## src/rtl/dvp_capture.sv

```systemverilog
// dvp_capture: turns the camera's 8-bit RGB565 DVP byte stream into a 24-bit
// RGB888 vs/de/data stream. It discards the settle frames after reset, gates
// output per frame with EN, and measures the width of the last line and the
// height of the last frame.
module dvp_capture #(
    parameter int unsigned FRAME_SKIP = 10,
    parameter bit          VS_POL     = 1'b1,
    parameter int unsigned CNT_WIDTH  = 12
) (
    input  logic                 clk,
    input  logic                 rst,
    input  logic                 EN,
    input  logic                 cam_vsync,
    input  logic                 cam_href,
    input  logic [7:0]           cam_data,
    output logic                 post_vs,
    output logic                 post_de,
    output logic [23:0]          post_data,
    output logic                 frame_ok,
    output logic [CNT_WIDTH-1:0] line_width,
    output logic [CNT_WIDTH-1:0] frame_lines
);

    localparam logic [7:0]           SKIP_C   = 8'(FRAME_SKIP);
    localparam logic [7:0]           FCNT_MAX = 8'hFF;
    localparam logic [7:0]           FCNT_ONE = 8'h01;
    localparam logic [CNT_WIDTH-1:0] CNT_MAX  = {CNT_WIDTH{1'b1}};
    localparam logic [CNT_WIDTH-1:0] CNT_ZERO = {CNT_WIDTH{1'b0}};
    localparam logic [CNT_WIDTH-1:0] CNT_ONE  = {{(CNT_WIDTH-1){1'b0}}, 1'b1};
    // XOR mask that normalises the camera vsync to active-high.
    localparam logic                 VS_INV   = ~VS_POL;

    // Input stage (d1) plus one extra delay used for edge detection.
    logic                 vs_d1_r;
    logic                 vs_d2_r;
    logic                 href_d1_r;
    logic                 href_d2_r;
    logic [7:0]           data_d1_r;

    // Byte assembly.
    logic                 phase_r;
    logic [7:0]           hi_r;

    // Frame skip and per-frame enable.
    logic [7:0]           frame_cnt_r;
    logic                 frame_ok_r;
    logic                 en_frame_r;

    // Measurement.
    logic [CNT_WIDTH-1:0] pix_cnt_r;
    logic [CNT_WIDTH-1:0] line_cnt_r;
    logic [CNT_WIDTH-1:0] line_width_r;
    logic [CNT_WIDTH-1:0] frame_lines_r;

    // Output registers.
    logic                 post_vs_r;
    logic                 post_de_r;
    logic [23:0]          post_data_r;

    // Decoded events and look-ahead gating terms.
    logic                 frame_start_s;
    logic                 href_fall_s;
    logic                 pixel_s;
    logic                 frame_ok_nxt_s;
    logic                 en_frame_nxt_s;
    logic                 live_s;
    logic [23:0]          rgb_s;

    // Saturating increment for the measurement counters.
    function automatic logic [CNT_WIDTH-1:0] sat_inc(input logic [CNT_WIDTH-1:0] v);
        logic [CNT_WIDTH-1:0] r;
        if (v == CNT_MAX) begin
            r = v;
        end else begin
            r = v + CNT_ONE;
        end
        return r;
    endfunction

    // RGB565 to RGB888: each channel's MSBs are replicated into its LSBs, so
    // full scale maps to 8'hFF and zero maps to 8'h00.
    function automatic logic [23:0] rgb565_to_888(input logic [7:0] hi, input logic [7:0] lo);
        return {hi[7:3], hi[7:5], hi[2:0], lo[7:5], hi[2:1], lo[4:0], lo[4:2]};
    endfunction

    // Decode frame/line/pixel events and the gating state that applies this cycle.
    always_comb begin
        frame_start_s  = 1'b0;
        href_fall_s    = 1'b0;
        pixel_s        = 1'b0;
        frame_ok_nxt_s = frame_ok_r;
        en_frame_nxt_s = en_frame_r;
        live_s         = 1'b0;
        rgb_s          = 24'h000000;

        frame_start_s = vs_d1_r & ~vs_d2_r;
        href_fall_s   = href_d2_r & ~href_d1_r;
        pixel_s       = href_d1_r & phase_r;
        rgb_s         = rgb565_to_888(hi_r, data_d1_r);

        // The gating decision for a new frame is made on its first cycle, so
        // its post_vs and every one of its pixels share the same verdict.
        if (frame_start_s) begin
            en_frame_nxt_s = EN;
            frame_ok_nxt_s = frame_ok_r | (frame_cnt_r == SKIP_C);
        end else begin
            en_frame_nxt_s = en_frame_r;
            frame_ok_nxt_s = frame_ok_r;
        end
        live_s = frame_ok_nxt_s & en_frame_nxt_s;
    end

    // Register the camera inputs once and keep a second vsync/href stage for edges.
    always_ff @(posedge clk or posedge rst) begin
        if (rst) begin
            vs_d1_r   <= 1'b0;
            vs_d2_r   <= 1'b0;
            href_d1_r <= 1'b0;
            href_d2_r <= 1'b0;
            data_d1_r <= 8'h00;
        end else begin
            vs_d1_r   <= cam_vsync ^ VS_INV;
            vs_d2_r   <= vs_d1_r;
            href_d1_r <= cam_href;
            href_d2_r <= href_d1_r;
            data_d1_r <= cam_data;
        end
    end

    // Byte phase tracking: phase 0 captures the high byte, phase 1 completes a pixel.
    always_ff @(posedge clk or posedge rst) begin
        if (rst) begin
            phase_r <= 1'b0;
            hi_r    <= 8'h00;
        end else if (href_d1_r) begin
            phase_r <= ~phase_r;
            if (!phase_r) begin
                hi_r <= data_d1_r;
            end else begin
                hi_r <= hi_r;
            end
        end else begin
            // Outside a line the phase is forced back, which also drops an
            // odd trailing byte.
            phase_r <= 1'b0;
            hi_r    <= hi_r;
        end
    end

    // Frame counter, sticky frame_ok and the per-frame enable latch.
    always_ff @(posedge clk or posedge rst) begin
        if (rst) begin
            frame_cnt_r <= 8'h00;
            frame_ok_r  <= 1'b0;
            en_frame_r  <= 1'b0;
        end else begin
            frame_ok_r <= frame_ok_nxt_s;
            en_frame_r <= en_frame_nxt_s;
            if (frame_start_s && (frame_cnt_r != FCNT_MAX)) begin
                frame_cnt_r <= frame_cnt_r + FCNT_ONE;
            end else begin
                frame_cnt_r <= frame_cnt_r;
            end
        end
    end

    // Pixels-per-line measurement, latched when href falls.
    always_ff @(posedge clk or posedge rst) begin
        if (rst) begin
            pix_cnt_r    <= CNT_ZERO;
            line_width_r <= CNT_ZERO;
        end else if (pixel_s) begin
            pix_cnt_r <= sat_inc(pix_cnt_r);
        end else if (href_fall_s) begin
            line_width_r <= pix_cnt_r;
            pix_cnt_r    <= CNT_ZERO;
        end else begin
            pix_cnt_r <= pix_cnt_r;
        end
    end

    // Lines-per-frame measurement. A line that ends on the frame-start cycle
    // still belongs to the frame that is ending.
    always_ff @(posedge clk or posedge rst) begin
        if (rst) begin
            line_cnt_r    <= CNT_ZERO;
            frame_lines_r <= CNT_ZERO;
        end else if (frame_start_s) begin
            if (href_fall_s) begin
                frame_lines_r <= sat_inc(line_cnt_r);
            end else begin
                frame_lines_r <= line_cnt_r;
            end
            line_cnt_r <= CNT_ZERO;
        end else if (href_fall_s) begin
            line_cnt_r <= sat_inc(line_cnt_r);
        end else begin
            line_cnt_r <= line_cnt_r;
        end
    end

    // Registered, gated video outputs. Data is held at zero between pixels.
    always_ff @(posedge clk or posedge rst) begin
        if (rst) begin
            post_vs_r   <= 1'b0;
            post_de_r   <= 1'b0;
            post_data_r <= 24'h000000;
        end else begin
            post_vs_r <= vs_d1_r & live_s;
            post_de_r <= pixel_s & live_s;
            if (pixel_s && live_s) begin
                post_data_r <= rgb_s;
            end else begin
                post_data_r <= 24'h000000;
            end
        end
    end

    assign post_vs     = post_vs_r;
    assign post_de     = post_de_r;
    assign post_data   = post_data_r;
    assign frame_ok    = frame_ok_r;
    assign line_width  = line_width_r;
    assign frame_lines = frame_lines_r;

endmodule

```

## config.mk

```make
export PLATFORM = sky130hd
export DESIGN_NAME = dvp_capture
export DESIGN_NICKNAME = d
export VERILOG_FILES = /design/src/rtl/dvp_capture.sv
export SDC_FILE = /design/constraint.sdc
export NUM_CORES = 1
export LEC_CHECK = 0
export ABC_CLOCK_PERIOD_IN_PS = 3500
export BUFFER_PORTS_ARGS = -buffer_cell sky130_fd_sc_hd__buf_2
export CAP_MARGIN = 5
export CELL_PAD_IN_SITES_DETAIL_PLACEMENT = 1
export CELL_PAD_IN_SITES_GLOBAL_PLACEMENT = 1
export CORE_MARGIN = 5
export CORE_UTILIZATION = 44
export CTS_CLUSTER_DIAMETER = 40
export DETAILED_ROUTE_END_ITERATION = 10
export PLACE_DENSITY = 0.84
export SLEW_MARGIN = 25
export SYNTH_ARGS = -nofsm -noshare
export SYNTH_HDL_FRONTEND = slang
export SYNTH_SLANG_ARGS = --single-unit
export TNS_END_PERCENT = 100
```

## constraint.sdc

```tcl
create_clock -name clk -period 3.5 [get_ports clk]
set_input_delay 0.175 -clock clk [delete_from_list [all_inputs] [get_ports clk]]
set_output_delay 0.175 -clock clk [all_outputs]
set_load 0.02 [all_outputs]
```

==> key figures <==
Run status
  – Status: complete, no violations

Min path
  – WHS Endpoint: en_frame_r$_DFF_PP0_
  – Hold Crit Depth: 3
  – Hold Crit Class: in -> reg
  – Beginning of the worst hold path: EN

Clock network
  – CTS-repair resized insts: 0
  – Post-CTS repair timing setup buffer count: 0
  – Clock slew at reported path FFs: 0.10 ns
  – Worst-Skew Late Latency: 0.37 ns
  – CTS Buf Count: 9
  – Total clock sinks: 97
  – # hold bufs at CTS: 11
  – H-tree depth: 3
  – Max Buffers Root-to-Sink: 2
  – Root buf cell: clkbuf_8
  – CTS tree: done

Setup path
  – Critical Path RT: 3.80 ns
  – RR Endpoint: post_data[4]$_DFF_PP0_
  – Max incr delay on CP: 0.71 ns
  – Critical Path End Type: flop
  – Crit-path slowest cell: nor3b_2
  – Critical path cell sequence: nor2b_1 > a31oi_1 > nor3b_2 > and2_1
  – Worst setup path category: reg -> reg
  – Reg2Reg Setup Slack: 1.30 ns
  – R2R cell count: 4
  – Worst R2R Start: vs_d1_r$_DFF_PP0_
  – Crit start category: flop
  – Arrival time at the worst endpoint: 2.50 ns
  – Critical Path Fanout Max: 17

Timing
  – Final setup violation count: 0
  – Final count of hold timing violations: 0
  – Slew headroom: 34.5%
  – Tcrit/Tclk final: 62.9%
  – Least-Margin Pin Slew: 0.981 ns
  – Post-route setup TNS: 0 ns
  – Max-slew violations: 0
  – RSZ-0062 raised after global routing: false
  – Clk_skew: 0.0119 ns
  – Minimum clock period: 2.20 ns
  – Fmax: 455 MHz
  – Worst Hold Slack: 0.141 ns

Placed design
  – Hpwl dp: 6120 um
  – I/O Buffers: 63
  – GPL Wtd Cong: 0.889

Power and ir drop
  – Pwr Density: 520 mW/mm2
  – Worst vdd ir: 0.248 mV
  – LEAKAGE: 2.31 nW

Die
  – Top Ports: 64
  – Die height: 105 um
  – Initial core utilization: 45.4%
  – Die ar.: 0.0110 mm2
  – Num rows: 34
  – Core area: 0.00876 mm2
  – Horiz. Die Dim: 105 um

Yosys
  – Leading area contributor after synthesis: dfrtp_1
  – Top cells by area, synth: dfrtp_1 (61%), nand2_1 (5.2%), and2_1 (3.5%)
  – Seq cells post-synth: 97
  – Yosys warns: 0
  – Syn Area/Cell: 11.4 um2
  – Post-synthesis sequential area ratio: 61.0%
  – Synth top area share: 61.0%
  – Netlist cell types: 43
  – Gate Count Post-Synth: 349
  – Syn_nets: 366
  – Mapped cell area: 0.00398 mm2

Job
  – Max Cap Violations: 0

Detailed routing
  – Routed WL: 8820 um
  – # DRC: 0
  – Vias: 2,859
  – Detailed Route Iter0 Violations: 60
  – Routed Antenna Nets: 0
  – DR vias/cell: 5.39
  – Routed len/inst: 16.6 um
  – Initial DRT Pass Iterations: 4

Finish
  – Most frequent cells in the layout: dfrtp_1 (97), buf_2 (63), nand2_1 (55), and2_1 (22), nor2_1 (17)
  – Commonest non-fill, non-tap cell in the layout: dfrtp_1
  – Area Overhead vs Synth: 17.0%
  – Layout net count: 434
  – Layout cell share with drive strength beyond 1: 23.7%
  – Diode count: 0

GRT
  – Initial antenna violation count: 0
  – Largest net degree at the start of global routing: 65
  – GR Overflow Total: 0
  – First-pass GRT wire length: 15,200 um
  – Vias in the first global route: 3,113
  – Gr usage total: 16.9%
## critical path, delay by kind of cell (launching register included)
family	cells	cell delay, ns
flip-flops	1	0.41
AO/OA/AOI/OAI	1	0.24
AND/OR/NAND/NOR	3	1.49
## cell type report
type / instances / area [um2]
Multi-Input combinational cell: 224 / 1410
Tap cell: 108 / 135
Fill cell: 938 / 4110
Sequential cell: 97 / 2430
Clock buffer: 9 / 124
Inverter: 8 / 32.5
Clock inverter: 7 / 83.8
Timing Repair Buffer: 77 / 448
## flip-flops by register name, summed over array words and instances (netlist names)
register     cells
frame_lines     12
hi_r             8
vs_d1_r          1
post_vs          1
en_frame_r       1
pix_cnt_r       12
post_de          1
data_d1_r        8
frame_ok         1
line_width      12
frame_cnt_r      8
line_cnt_r      12
href_d2_r        1
post_data       16
vs_d2_r          1
href_d1_r        1
phase_r          1
## worst max path at each step
stage,from,to,slack (ns),depth (start not counted)
after floorplan,rst,data_d1_r[0]$_DFF_PP0_,0.79,1
after global placement,vs_d1_r$_DFF_PP0_,post_data[21]$_DFF_PP0_,1.38,4
after detailed placement,vs_d1_r$_DFF_PP0_,post_data[6]$_DFF_PP0_,1.28,4
after CTS,vs_d1_r$_DFF_PP0_,post_data[4]$_DFF_PP0_,1.25,4
after global routing,vs_d1_r$_DFF_PP0_,post_data[20]$_DFF_PP0_,1.01,4
final,vs_d1_r$_DFF_PP0_,post_data[4]$_DFF_PP0_,1.30,4
## report_power, final
| group | internal [mW] | leakage [nW] | switching (mW) |
|---|---|---|---|
| logic | 0.128 | 0.933 | 0.198 |
| clock network | 0.345 | 0.103 | 0.435 |
| registers | 1.22 | 1.27 | 0.0920 |
## logic make-up (layout without fill, tap and decap cells)
family,count (synthesis),after routing,share of synthesized area [%]
AND/OR/NAND/NOR,143,143,18.7
flip-flops,97,97,61.0
AO/OA/AOI/OAI,53,53,9.12
buffers and inverters,28,101,3.68
multiplexers,18,18,4.87
XOR/XNOR,6,6,1.32
adder cells (fa/ha/maj),4,4,1.26
## synthesized netlist by cell type, drive strengths merged
cell and count:
a21oi 11, inv 8, nand4 8, ha 4, nor2b 2, a31oi 8
o2111ai 1, or4 3, nor3 3, o31ai 8, o211ai 3, nand2b 4
a31o 1, and2b 1, and3 6, nor2 17, xor2 1, a211oi 1
and4b 1, o41ai 2, a41oi 3, buf 11, nand2 55, nor4 2
o311ai 3, nor4bb 1, or3 2, and4 3, mux2 11, dfrtp 97
nand3 11, mux2i 7, nor3b 1, xnor2 5, and2 23, o21ai 10
o41a 2, clkbuf 9
## routing by layer
metal / vias up / wire length, um / share of wire [%] / GRT usage (%)
met4: 0 / 198 / 2.2 / 7.21
met3: 19 / 390 / 4.4 / 3.82
li1: 1356 / - / - / -
met2: 54 / 4540 / 51 / 29.1
met1: 1430 / 3690 / 42 / 20.3
met5: - / 0 / 0 / 0
## stage by stage
step	instance area (um2)	power [mW]	setup WS [ns]	instances	utilization, %
global route	4660	2.54	1.01	530	53.1
CTS	4660	2.44	1.25	530	53.1
floorplan	3980	1.54	0.791	349	-
detailed placement	4340	1.66	1.28	503	49.5
finish	4660	2.42	1.30	530	53.1
global placement	4340	1.63	1.38	503	49.5
(Power assumes the default switching activity.)
